## src/rtl/pixel_draw_engine.sv

```systemverilog
// Rasterises held draw commands (floors, man sprite, man erase) into a stream of
// VGA pixel writes, pulsing a per-command finish flag on the final pixel.
module pixel_draw_engine #(
  parameter int          SCREEN_W     = 160,
  parameter int          SCREEN_H     = 120,
  parameter int          MAN_W        = 8,
  parameter int          MAN_H        = 16,
  parameter int          NUM_FLOORS   = 3,
  parameter int          FLOOR_Y0     = 39,
  parameter int          FLOOR_PITCH  = 40,
  parameter logic [2:0]  FLOOR_COLOUR = 3'b100,
  parameter logic [2:0]  BG_COLOUR    = 3'b000
) (
  input  logic       clk,
  input  logic       reset_n,
  input  logic       drawing_floors,
  input  logic       draw_man,
  input  logic       erase,
  input  logic [7:0] man_x,
  input  logic [6:0] man_y,
  input  logic [1:0] man_style,
  output logic [7:0] x,
  output logic [6:0] y,
  output logic [2:0] colour,
  output logic       plot,
  output logic       draw_floors_finish,
  output logic       drawing_man_finish,
  output logic       erase_finish,
  output logic       busy
);

  typedef enum logic [2:0] {IDLE, FLOORS, MAN, ERASE, DONE} state_t;

  state_t     state_q, state_d;
  logic [7:0] dx_q, dx_d;
  logic [3:0] dy_q, dy_d;
  logic [1:0] fk_q, fk_d;
  logic [7:0] ox_q, ox_d;
  logic [6:0] oy_q, oy_d;
  logic [1:0] style_q, style_d;

  logic       lastMan, lastFloor, manActive, onScreen;
  logic [8:0] sumX;
  logic [7:0] sumY;
  logic [6:0] floorRow;
  logic [2:0] manColour;

  always_ff @(posedge clk or negedge reset_n) begin
    if (!reset_n) begin
      state_q <= IDLE;
      dx_q    <= '0;
      dy_q    <= '0;
      fk_q    <= '0;
      ox_q    <= '0;
      oy_q    <= '0;
      style_q <= '0;
    end else begin
      state_q <= state_d;
      dx_q    <= dx_d;
      dy_q    <= dy_d;
      fk_q    <= fk_d;
      ox_q    <= ox_d;
      oy_q    <= oy_d;
      style_q <= style_d;
    end
  end

  assign lastMan   = (dx_q == 8'(MAN_W - 1)) && (dy_q == 4'(MAN_H - 1));
  assign lastFloor = (dx_q == 8'(SCREEN_W - 1)) && (fk_q == 2'(NUM_FLOORS - 1));
  assign manActive = (state_q == MAN) ? draw_man : erase;

  always_comb begin
    state_d = state_q;
    dx_d    = dx_q;
    dy_d    = dy_q;
    fk_d    = fk_q;
    ox_d    = ox_q;
    oy_d    = oy_q;
    style_d = style_q;
    case (state_q)
      IDLE: begin
        if (drawing_floors || erase || draw_man) begin
          ox_d    = man_x;
          oy_d    = man_y;
          style_d = man_style;
          dx_d    = '0;
          dy_d    = '0;
          fk_d    = '0;
          if (drawing_floors)  state_d = FLOORS;
          else if (erase)      state_d = ERASE;
          else                 state_d = MAN;
        end
      end
      FLOORS: begin
        if (!drawing_floors) begin
          state_d = IDLE;
        end else if (lastFloor) begin
          state_d = DONE;
        end else if (dx_q == 8'(SCREEN_W - 1)) begin
          dx_d = '0;
          fk_d = fk_q + 2'd1;
        end else begin
          dx_d = dx_q + 8'd1;
        end
      end
      MAN, ERASE: begin
        if (!manActive) begin
          state_d = IDLE;
        end else if (lastMan) begin
          state_d = DONE;
        end else if (dx_q == 8'(MAN_W - 1)) begin
          dx_d = '0;
          dy_d = dy_q + 4'd1;
        end else begin
          dx_d = dx_q + 8'd1;
        end
      end
      DONE: begin
        // A held command must drop before anything new is accepted.
        if (!drawing_floors && !erase && !draw_man) state_d = IDLE;
      end
      default: state_d = IDLE;
    endcase
  end

  assign sumX     = {1'b0, ox_q} + {1'b0, dx_q};
  assign sumY     = {1'b0, oy_q} + {4'b0, dy_q};
  assign onScreen = (sumX < 9'(SCREEN_W)) && (sumY < 8'(SCREEN_H));
  assign floorRow = 7'(FLOOR_Y0) + 7'(fk_q) * 7'(FLOOR_PITCH);

  always_comb begin
    case (style_q)
      2'd0:    manColour = 3'b111;
      2'd1:    manColour = 3'b110;
      2'd2:    manColour = 3'b011;
      default: manColour = 3'b010;
    endcase
  end

  always_comb begin
    x                  = '0;
    y                  = '0;
    colour             = '0;
    plot               = 1'b0;
    draw_floors_finish = 1'b0;
    drawing_man_finish = 1'b0;
    erase_finish       = 1'b0;
    case (state_q)
      FLOORS: begin
        x                  = dx_q;
        y                  = floorRow;
        colour             = FLOOR_COLOUR;
        plot               = 1'b1;
        draw_floors_finish = lastFloor;
      end
      MAN: begin
        x                  = sumX[7:0];
        y                  = sumY[6:0];
        colour             = manColour;
        plot               = onScreen;
        drawing_man_finish = lastMan;
      end
      ERASE: begin
        x            = sumX[7:0];
        y            = sumY[6:0];
        colour       = BG_COLOUR;
        plot         = onScreen;
        erase_finish = lastMan;
      end
      default: ;
    endcase
  end

  assign busy = (state_q != IDLE);

endmodule

```

## config.mk

```make
export PLATFORM = sky130hd
export DESIGN_NAME = pixel_draw_engine
export DESIGN_NICKNAME = d
export VERILOG_FILES = /design/src/rtl/pixel_draw_engine.sv
export SDC_FILE = /design/constraint.sdc
export NUM_CORES = 1
export LEC_CHECK = 0
export ABC_AREA = 1
export CORE_MARGIN = 2
export CORE_UTILIZATION = 40
export DETAILED_ROUTE_END_ITERATION = 10
export GPL_ROUTABILITY_DRIVEN = 0
export PLACE_DENSITY = 0.71
export SLEW_MARGIN = 10
export SYNTH_ARGS = -nofsm -noshare
export SYNTH_HDL_FRONTEND = slang
export SYNTH_SLANG_ARGS = --single-unit
```

## constraint.sdc

```tcl
create_clock -name clk -period 2.3 [get_ports clk]
set_input_delay 0.23 -clock clk [delete_from_list [all_inputs] [get_ports clk]]
set_output_delay 0.23 -clock clk [all_outputs]
set_load 0.1 [all_outputs]
```

==> results_dict.tcl <==
set metrics [dict create \
    outcome "finished, violations left" \
    violations "negative setup slack" \
    drc 0 \
    path_common_cell "nand2_2" \
    grt_max_degree 35 \
    yosys_warnings 0 \
    ys.flop_type "dfrtp_1" \
    fin_crit_sh_pct 102 \
    crit_path_start_kind "flip-flop" \
    synthArstFlopShare_pct 100 \
    num_rows 29 \
    cp.required_ps 2070 \
    worstMarginPinSlew_ps 449 \
    fin_skew_ps 7.03 \
    clock_latency_ps 280 \
    hold_path_class "primary input to async pin" \
    fin_ws_ps -38.5 \
    grt-ovfl-total 0 \
    worst_path_largest_cell_delay_ps 430 \
    synth_mux_area_share_pct 6.46 \
    cts_hold_buf 0 \
    rrSetupSlack_ps 370 \
    whs_ps 362 \
    core_area_um2 6350 \
    synth_seq_area_share_pct 32.6 \
    path_delay_family "adder cells" \
    drive_gt1_share_pct 33.0 \
    crit_path_max_fanout 3 \
    clkTransAtPathRegs_ps 70 \
    chipWidth_um 84.8 \
    synth_simple_gate_area_share_pct 31.8 \
    drv_cap 0 \
    clockBufferDepth 2 \
    syn_inst 347 \
    antenna-diode-count 0 \
    worstPathArrival_ps 2110 \
    final_common_cell "nand2_1" \
    drt-initial-drc-count 183 \
    fin_crit_ps 2340 \
    wire_per_inst_um 14.4 \
    synth-seq-cells 34 \
    synth_compound_area_share_pct 11.6 \
    place_ws_ps 142 \
    timing.fmax_ghz 0.428 \
    viasPerCell 5.30 \
    ys_types 37 \
    syn-num-nets 386 \
    endpoint_kind "primary output" \
    num_vias 2577 \
    io_buffers 44 \
    io-pin-count 45 \
    synth_top_family_by_area "simple AND/OR/NAND/NOR gates" \
    postSynthAreaPerCell_um2 7.53 \
    antenna_left 0 \
    synth_edf_count 0 \
    path_cells "ha_2 > fa_2 > nand2_2 > nand3_2 > nand2_2 > nand2_2 > a21oi_2 > nand3_1 > nand2_2 > buf_12" \
    slew-limit-headroom_pct 70.1 \
    antenna_found_initial 0 \
    track_usage_pct 19.5 \
    critPathBufInv 1 \
    cts.sink_count 34 \
    nets 449 \
    area_delta_synth_final_pct 44.1 \
    finalSetupViolations 2 \
    synth_xor_area_share_pct 1.34 \
    ctsRootBufferMaster "clkbuf_8" \
    rsz0062_at_grt "yes" \
    fill_cells 543 \
    die_y_um 84.8 \
    crit_slowest_cell "fa_2" \
    dpl.hpwl_um 4930 \
    grt_pass1_wl_um 11400 \
    wl_um 6980 \
    cts_max_level 2 \
    drt_pre_antenna_iters 4 \
    cts_inserted_buffers 5 \
    crit_type "flip-flop to primary output" \
    cts_tree "done" \
    start_util_pct 41.2 \
    synthAdderAreaFrac_pct 8.71 \
    mostFrequentLayoutCells "nand2_1, inv_1, dfrtp_1" \
    hold_violations 0 \
    dieArea_um2 7200 \
    grt_pass1_vias 2472 \
    drv_slew 0 \
    synth_area_um2 2610 \
]
sequential cells by signal (all words and copies together) (netlist names):
signal,cells
style_q,2
ox_q,8
dx_q,8
state_q,3
fk_q,2
oy_q,7
dy_q,4
cells in the mapped netlist, drive strengths merged, types with 2 or more instances:
master | count | area, um2
nand3 | 29 | 168
buf | 6 | 47.6
o211ai | 4 | 30.0
nor2 | 24 | 92.6
nand2 | 111 | 454
ha | 15 | 188
nor3 | 4 | 30.0
o22ai | 4 | 25.0
or2 | 2 | 12.5
nand4 | 7 | 43.8
xnor2 | 2 | 17.5
o21ai | 30 | 173
fa | 2 | 40.0
nand3b | 4 | 30.0
mux2 | 15 | 169
a21oi | 9 | 45.0
clkbuf | 2 | 7.51
dfrtp | 34 | 851
xor2 | 2 | 17.5
inv | 37 | 141
routing by layer:
metal / GRT usage, % / routed length (um) / up-vias
met2: 33.1 / 3390 / 81
met1: 25.5 / 3130 / 1210
met3: 4.28 / 392 / 8
li1: - / - / 1278
met5: 0 / 0 / -
met4: 4.91 / 66 / 0
through the flow:
stage | util [%] | instances | setup TNS [ps] | area (um2)
2_1_floorplan | - | 347 | -646 | 2690
3_3_place_gp | 54.6 | 469 | 0 | 3470
3_5_place_dp | 54.6 | 469 | 0 | 3470
4_1_cts | 57.3 | 478 | 0 | 3640
5_1_grt | 59.3 | 486 | -327 | 3770
6_report | 59.3 | 486 | -55.1 | 3770
kinds of logic after synthesis:
group	after synthesis
adders and majority gates	17
muxes	15
buffers and inverters	45
AOI/OAI and AO/OA	51
DFF	34
xor gates and xnor gates	4
and+or+nand+nor	181
cell type report:
type	instances	area (um2)	share of cell area, %
multi-input cells	268	1770	47.0
flip-flops and latches	34	855	22.7
repair buffers	64	821	21.8
inverters	37	141	3.75
well taps	77	96.3	2.56
clock buffers	6	82.6	2.19
worst paths after layout:
path                                         from                   to  cells after the start
max reg2reg                state_q[2]$_DFFE_PN0P_  dx_q[4]$_DFFE_PN0P_                     10
max                           ox_q[0]$_DFFE_PN0P_                 plot                     10
min in group clk              fk_q[0]$_DFFE_PN0P_  fk_q[0]$_DFFE_PN0P_                      2
max in group asynchronous                 reset_n  dy_q[3]$_DFFE_PN0P_                      2
min                                       reset_n  oy_q[5]$_DFFE_PN0P_                      2
min reg2reg                   fk_q[0]$_DFFE_PN0P_  fk_q[0]$_DFFE_PN0P_                      2
what timing repair did:
action,4_1_cts,5_1_grt
resized for setup,9,21
pin swaps,1,10
setup buffers,3,8
endpoints found under the setup margin,6,8
Power is not shown: default switching activity piles up to over one toggle a cycle in this logic, so the estimate is an artifact.
